===== config.mk =====
export PLATFORM = sky130hd
export DESIGN_NAME = alu_cmd_issuer
export DESIGN_NICKNAME = d
export VERILOG_FILES = /design/src/rtl/alu_pkg.sv /design/src/rtl/alu_func_encoder.sv /design/src/rtl/alu_cmd_issuer.sv
export SDC_FILE = /design/constraint.sdc
export NUM_CORES = 1
export LEC_CHECK = 0
export BUFFER_PORTS_ARGS = -buffer_cell sky130_fd_sc_hd__buf_2
export CELL_PAD_IN_SITES_DETAIL_PLACEMENT = 0
export CELL_PAD_IN_SITES_GLOBAL_PLACEMENT = 1
export CORE_MARGIN = 2
export CORE_UTILIZATION = 35
export CTS_CLUSTER_SIZE = 28
export DETAILED_ROUTE_END_ITERATION = 10
export PLACE_DENSITY_LB_ADDON = 0.1
export REMOVE_ABC_BUFFERS = 1
export SYNTH_ARGS = -nofsm -noshare
export SYNTH_HDL_FRONTEND = slang
export SYNTH_SLANG_ARGS = --single-unit

===== constraint.sdc =====
create_clock -name CLK -period 2.55 [get_ports CLK]
set_clock_uncertainty 0.15 [all_clocks]
set_input_delay 0.51 -clock CLK [delete_from_list [all_inputs] [get_ports CLK]]
set_output_delay 0.51 -clock CLK [all_outputs]
set_load 0.01 [all_outputs]

===== src/rtl/alu_pkg.sv =====
// Shared constants and state encoding for the ALU command front end.
package alu_pkg;
  localparam logic [3:0] UNIT_ARITH = 4'b0001;
  localparam logic [3:0] UNIT_LOGIC = 4'b0010;
  localparam logic [3:0] UNIT_CMP   = 4'b0100;
  localparam logic [3:0] UNIT_SHIFT = 4'b1000;

  localparam logic [1:0] FUNC_ARITH = 2'b00;
  localparam logic [1:0] FUNC_LOGIC = 2'b01;
  localparam logic [1:0] FUNC_CMP   = 2'b10;
  localparam logic [1:0] FUNC_SHIFT = 2'b11;

  typedef enum logic [1:0] {IDLE, ISSUE, WAIT, RESP} issuer_state_e;
endpackage


===== src/rtl/alu_func_encoder.sv =====
// One-hot unit select to 2-bit alu_func code; inverse of the ALU unit decoder.
module alu_func_encoder
  import alu_pkg::*;
(
  input  logic [3:0] unit,
  output logic [1:0] func,
  output logic       legal
);
  always_comb begin
    func  = FUNC_ARITH;
    legal = 1'b1;
    case (unit)
      UNIT_ARITH: func = FUNC_ARITH;
      UNIT_LOGIC: func = FUNC_LOGIC;
      UNIT_CMP:   func = FUNC_CMP;
      UNIT_SHIFT: func = FUNC_SHIFT;
      default:    legal = 1'b0;
    endcase
  end
endmodule


===== src/rtl/alu_cmd_issuer.sv =====
// Single-outstanding ALU command issuer: encode, strobe, wait fixed latency, respond.
module alu_cmd_issuer
  import alu_pkg::*;
#(
  parameter int WIDTH   = 16,
  parameter int ALU_LAT = 1
) (
  input  logic             CLK,
  input  logic             RST,
  input  logic             cmd_valid,
  output logic             cmd_ready,
  input  logic [3:0]       cmd_unit,
  input  logic [1:0]       cmd_op,
  input  logic [WIDTH-1:0] cmd_a,
  input  logic [WIDTH-1:0] cmd_b,
  output logic [1:0]       alu_func,
  output logic [1:0]       alu_op,
  output logic [WIDTH-1:0] alu_a,
  output logic [WIDTH-1:0] alu_b,
  output logic             alu_start,
  input  logic [WIDTH-1:0] alu_result,
  output logic             rsp_valid,
  input  logic             rsp_ready,
  output logic [WIDTH-1:0] rsp_data,
  output logic             rsp_err,
  output logic             busy
);
  localparam int CW = $clog2(ALU_LAT + 1);

  issuer_state_e state, state_nx;
  logic [CW-1:0] cnt;
  logic [1:0]    enc_func;
  logic          enc_legal;
  logic          accept, done;

  alu_func_encoder u_enc (
    .unit  (cmd_unit),
    .func  (enc_func),
    .legal (enc_legal)
  );

  assign accept = (state == IDLE) && cmd_valid;
  assign done   = (state == WAIT) && (cnt == CW'(1));

  always_ff @(posedge CLK or negedge RST) begin
    if (!RST) state <= IDLE;
    else      state <= state_nx;
  end

  always_comb begin
    state_nx = state;
    case (state)
      IDLE:  if (cmd_valid) state_nx = enc_legal ? ISSUE : RESP;
      ISSUE: state_nx = WAIT;
      WAIT:  if (done) state_nx = RESP;
      RESP:  if (rsp_ready) state_nx = IDLE;
      default: state_nx = IDLE;
    endcase
  end

  assign cmd_ready = (state == IDLE);
  assign alu_start = (state == ISSUE);
  assign rsp_valid = (state == RESP);
  assign busy      = (state != IDLE);

  // Illegal selects never touch the alu_* registers so the ALU sees no spurious change.
  always_ff @(posedge CLK or negedge RST) begin
    if (!RST) begin
      alu_func <= FUNC_ARITH;
      alu_op   <= '0;
      alu_a    <= '0;
      alu_b    <= '0;
      cnt      <= '0;
      rsp_data <= '0;
      rsp_err  <= 1'b0;
    end else begin
      if (accept && enc_legal) begin
        alu_func <= enc_func;
        alu_op   <= cmd_op;
        alu_a    <= cmd_a;
        alu_b    <= cmd_b;
      end
      if (accept && !enc_legal) begin
        rsp_data <= '0;
        rsp_err  <= 1'b1;
      end
      if (state == ISSUE)     cnt <= CW'(ALU_LAT);
      else if (state == WAIT) cnt <= cnt - CW'(1);
      if (done) begin
        rsp_data <= alu_result;
        rsp_err  <= 1'b0;
      end
    end
  end
endmodule


Yosys cells after proc, flatten, opt, wreduce, memory -nomap -nowiden:

Index checks and enable logic that the tools add are counted.

* flip-flop bits (word level): 56
* input bits: 58
* output and inout port bits: 57
* word-level logic and storage cells: 43

* add/subtract/negate cells: 1
* eq/ne operators: 10
* mux-type cells: 13
* reductions and logical operators: 11

Operators with widths (number)
* 16-bit 2-to-1 mux: 2
* 2-bit 2-to-1 mux: 4
* 2-bit one-hot mux with 4 select lines: 1
* 2-bit one-hot mux with 3 select lines: 1
* 2-bit nonzero test: 3
* 1-bit 2-to-1 mux: 5
* 2-bit equality test (second input constant): 2
* 4-bit by 1-bit equality test with 1-bit output (second input constant): 1
* 4-bit by 2-bit equality test with 1-bit output (second input constant): 1
* 4-bit by 3-bit equality test with 1-bit output (second input constant): 1
* 4-bit equality test (second input constant): 1
* 1-bit logical AND: 4
* 2-bit != test (second input constant): 2
* 4-bit OR reduction: 1
* 3-bit AND reduction: 1
* 2-bit by 1-bit equality test with 1-bit output (second input constant): 1
* 2-bit zero test: 1
* 2-bit by 1-bit != test with 1-bit output (second input constant): 1
* 1-bit zero test: 1
* 1-bit subtractor (second input constant): 1

Longest topological paths before layout:

* word-level depth: 7
* gate-level depth with buffers: 7
* depth with buffers taken out: 5

By module:

From an unflattened synthesis, not the netlist that was laid out.

* cells, all modules: 148
* area, all modules: 2230.9 um^2

Modules (own cells, without submodules)
* alu_cmd_issuer: times used 1, cells each 140, area an instance 2177.1 um^2, seq. area each 1401.3 um^2
* alu_func_encoder: times used 1, cells each 8, area an instance 53.8 um^2, seq. area each 0.0 um^2

Worst setup path before layout:

No wires, ideal clock.

* path kind: flip-flop to flip-flop
* start point: register state[0]
* end point: register rsp_data[10]
* setup time: 0.133 ns
* arrival: 1.737 ns
* data required time: 2.267 ns
* slack: 0.530 ns
* cell stages (with the launch flop): 7
* buffers on the path: 1
* clock period less this slack: 2.020 ns
* cells stage by stage: dfrtp_1 > inv_1 > ha_1 > nand2_1 > a21oi_1 > clkbuf_1 > a21oi_1

* cells in the longest elaborated chain, start to end: 4
* elaborated cells between the ends (all ways): 7
* those cells by class: eq/ne: 1; mux: 1; reduce/logical: 5

RTL lines
* start, declared: RTL line alu_cmd_issuer.sv:30 `issuer_state_e state, state_nx;`
* start signal, assigned: RTL line alu_cmd_issuer.sv:47 `else state <= state_nx;`
* 2-bit zero test
* via cmd_ready: RTL line alu_cmd_issuer.sv:11 `output logic cmd_ready,`
* 1-bit logical AND: RTL line alu_cmd_issuer.sv:42 `assign accept = (state == IDLE) && cmd_valid;`
* 1-bit logical AND: RTL line alu_cmd_issuer.sv:83 `if (accept && !enc_legal) begin`
* 2-bit nonzero test (no source line)
* end signal, assigned: RTL line alu_cmd_issuer.sv:90 `rsp_data <= alu_result;`
* end, declared: RTL line alu_cmd_issuer.sv:24 `output logic [WIDTH-1:0] rsp_data,`

The timed path passes the listed nets, and every way through them passes these cells.
A chain may end at the register's enable or synchronous reset.

Worst setup path after layout:

* start point: register state[0]
* end point: output port busy

* cells in the longest elaborated chain, start to end: 1

RTL lines
* 2-bit nonzero test: RTL line alu_cmd_issuer.sv:64 `assign busy = (state != IDLE);`
* end, declared: RTL line alu_cmd_issuer.sv:26 `output logic busy`

Every way passes these cells.

==> results.sh <==
export IMPL_ys_async_sr_fraction_pct=100.0
export IMPL_worstPathCellList="inv_1 -> ha_1 -> inv_1 -> buf_2"
export IMPL_routabilityCongestion=0.7691
export IMPL_critPathCaptureType="output pin"
export IMPL_crit_type="flop to output pin"
export IMPL_synth_yosys_warnings=0
export IMPL_switching_share_pct=38.69
export IMPL_cp_num_buf_inv=3
export IMPL_yosys_top_cells_count="dfrtp_1, nand2_1, o21ai_0"
export IMPL_clk_latency_ps=300
export IMPL_synth_area_leader_cell="dfrtp_1"
export IMPL_drt_total_wl_um=7225
export IMPL_ir_drop_uv=373.0
export IMPL_hold_violations=0
export IMPL_synth_edf_count=0
export IMPL_worstMarginPinSlew_ps=599.9
export IMPL_path_depth=4
export IMPL_min_period_ps=1980
export IMPL_yosysMostFrequentCell="dfrtp_1"
export IMPL_synth_top_area_share_pct=48.72
export IMPL_rsz0062_at_grt="false"
export IMPL_clockBufferDepth=2
export IMPL_cp_endpoint="busy"
export IMPL_die_y_um=94.66
export IMPL_hold_class="input port to async pin"
export IMPL_leakage_nw=1.741
export IMPL_clk_pin_slew_worst_paths_ps=100
export IMPL_num_vias=2342
export IMPL_p_comb_share_pct=47.9
export IMPL_dp_hpwl_um=4808
export IMPL_p_per_area_nw_per_um2=1077
export IMPL_r2r_end="alu_b[14]$_DFFE_PN0P_"
export IMPL_drtPass1Iterations=4
export IMPL_overflow=0
export IMPL_cts_setup_buffers=0
export IMPL_port_buffers=114
export IMPL_r2r_start="state[0]$_DFFE_PN0P_"
export IMPL_grt_pass1_vias=2370
export IMPL_setup_viol=0
export IMPL_globalRouteTotalUtil_pct=16.51
export IMPL_slowest_stage="dfrtp_1"
export IMPL_route_detailed_drc=0
export IMPL_reg2reg_depth=6
export IMPL_initial_utilization_pct=35.54
export IMPL_fin_nets=428
export IMPL_cts_resized=0
export IMPL_p_sw_mw=1.512
export IMPL_cts_tree="done"
export IMPL_slew_headroom_pct=60.00
export IMPL_dieArea_um2=8960
export IMPL_netlist_area_um2=2877
export IMPL_critPathMaxStageDelay_ps=410
export IMPL_start_kind="flop"
export IMPL_synth_ff_type="dfrtp_1"
export IMPL_cts_buffers=5
export IMPL_cp_max_fo=7
export IMPL_fin_tns_setup_ps=0
export IMPL_ctsRootBufferMaster="clkbuf_8"
export IMPL_required_ps=1890
export IMPL_synth_area_per_cell_um2=11.19
export IMPL_drt_wirelength_per_cell_um=15.34
export IMPL_pwr_share_clk_pct=13.1
export IMPL_startpoint="state[0]$_DFFE_PN0P_"
export IMPL_fp_row_count=33
export IMPL_synth_seq_cells=56
export IMPL_antenna_found_initial=0
export IMPL_hold_buffers=0
export IMPL_drtIter0Drc=98
export IMPL_syn_inst=257
export IMPL_syn2layout_area_growth_pct=26.10
export IMPL_postRouteAntennaNets=0
export IMPL_arrival_ps=1320
export IMPL_max_cap_violations=0
export IMPL_finalMaxSlewViolations=0
export IMPL_period_share_pct=77.66
export IMPL_path_common_cell="inv_1"
export IMPL_core_area_um2=8093
export IMPL_drt_vias_per_instance=4.972
export IMPL_fillers=836
export IMPL_p_int_mw=2.396
export IMPL_htree_levels=2
export IMPL_pwr_share_seq_pct=39.0
export IMPL_grt_max_degree=37
export IMPL_ff2ff_setup_slack_ps=580
export IMPL_die_x_um=94.66
export IMPL_cts_sinks=56
export IMPL_ys_types=32
export IMPL_post_route_cells_drive_above_1_share_pct=46.72
export IMPL_finalPower_mw=3.908
export IMPL_antenna_cells=0
export IMPL_crit_family="flip-flops"
export IMPL_yosysSeqAreaShare_pct=48.72
export IMPL_grt_pass1_wl_um=11570
export IMPL_outcome="complete, no violations"
export IMPL_ios=115
export IMPL_synthTopCellsByArea="dfrtp_1, o22ai_2, o21ai_0, mux2i_1, nand2_1"
export IMPL_clock_fmax_mhz=505.0
==> per-stage QoR <==
step                utilization [%]  hold WS (ps)  setup slack, ps  cell area [µm²]  std cells
floorplan                         -         64.41           -518.6             2714        235
global placement              43.66         335.9            390.7             3533        463
detailed placement            43.66         340.0            374.1             3533        463
CTS                           44.82         53.80            549.7             3627        471
global route                  44.82         77.32            390.3             3627        471
finish                        44.82         37.53            569.7             3627        471
==> routing by layer <==
layer / GRT usage (%) / share of wire (%)
met1: 22.46 / 47
met2: 26.18 / 45
met3: 3.911 / 6.1
met4: 4.952 / 1.7
met5: 0 / 0
==> power by group through the flow <==
stage	sequential [mW]	combinational, mW	clock [mW]
6_report	1.52	1.87	0.514
5_1_grt	1.58	2.09	0.564
4_1_cts	1.53	1.90	0.534
3_5_place_dp	1.54	1.90	0
3_3_place_gp	1.54	1.88	0
2_1_floorplan	1.70	0.986	0
==> layout by cell type, fill, tap and decap left out, types with 2 or more instances in the layout <==
master,n
inv_1,4
buf_12,4
or4b_4,2
a211oi_1,2
dfrtp_1,56
buf_2,114
ha_1,5
mux2i_1,17
nor2_1,4
nor2b_1,3
nand2_1,37
o21ai_0,36
a21oi_1,19
o22ai_2,34
clkbuf_8,6
buf_4,5
==> worst reg2reg max path, delay by kind of cell (launching register included) <==
| family | cells | cell delay, ps |
|---|---|---|
| simple gates | 2 | 550 |
| flops | 1 | 410 |
| compound gates | 1 | 130 |
| buf+inv | 2 | 360 |
| fa+ha+maj | 1 | 280 |
==> sequential cells by signal, indices dropped and copies added (netlist names) <==
| register | flops |
|---|---|
| alu_a | 16 |
| alu_b | 16 |
| alu_func | 2 |
| alu_op | 2 |
| cnt | 1 |
| rsp_data | 16 |
| rsp_err | 1 |
| state | 2 |
==> worst min-delay path by stage <==
stage,end,slack [ps],depth (start not counted)
2_1_floorplan,alu_a[0]$_DFFE_PN0P_,60,0
3_3_place_gp,rsp_err$_DFFE_PN0P_,340,1
3_5_place_dp,rsp_err$_DFFE_PN0P_,340,1
4_1_cts,alu_func[0]$_DFFE_PN0P_,50,1
5_1_grt,alu_a[11]$_DFFE_PN0P_,80,1
6_report,alu_b[5]$_DFFE_PN0P_,40,1
==> kinds of logic after synthesis <==
kind of cell	Yosys count	share of synthesized area (%)
compound gates	100	27.97
flops	56	48.72
simple gates	52	8.482
buf+inv	26	6.176
mux	17	5.916
fa+ha+maj	5	2.175
xor+xnor	1	0.5656
==> cell type report <==
class | instances | area [µm²] | share of cell area (%)
inverters | 4 | 15.01 | 0.4139
well taps | 105 | 131.4 | 3.622
multi-input cells | 175 | 1297 | 35.77
flip-flops and latches | 56 | 1401 | 38.63
clock buffers | 7 | 86.33 | 2.380
clock inverters | 1 | 7.507 | 0.2070
repair buffers | 123 | 688.2 | 18.97
Power figures use the tool's default switching activity.
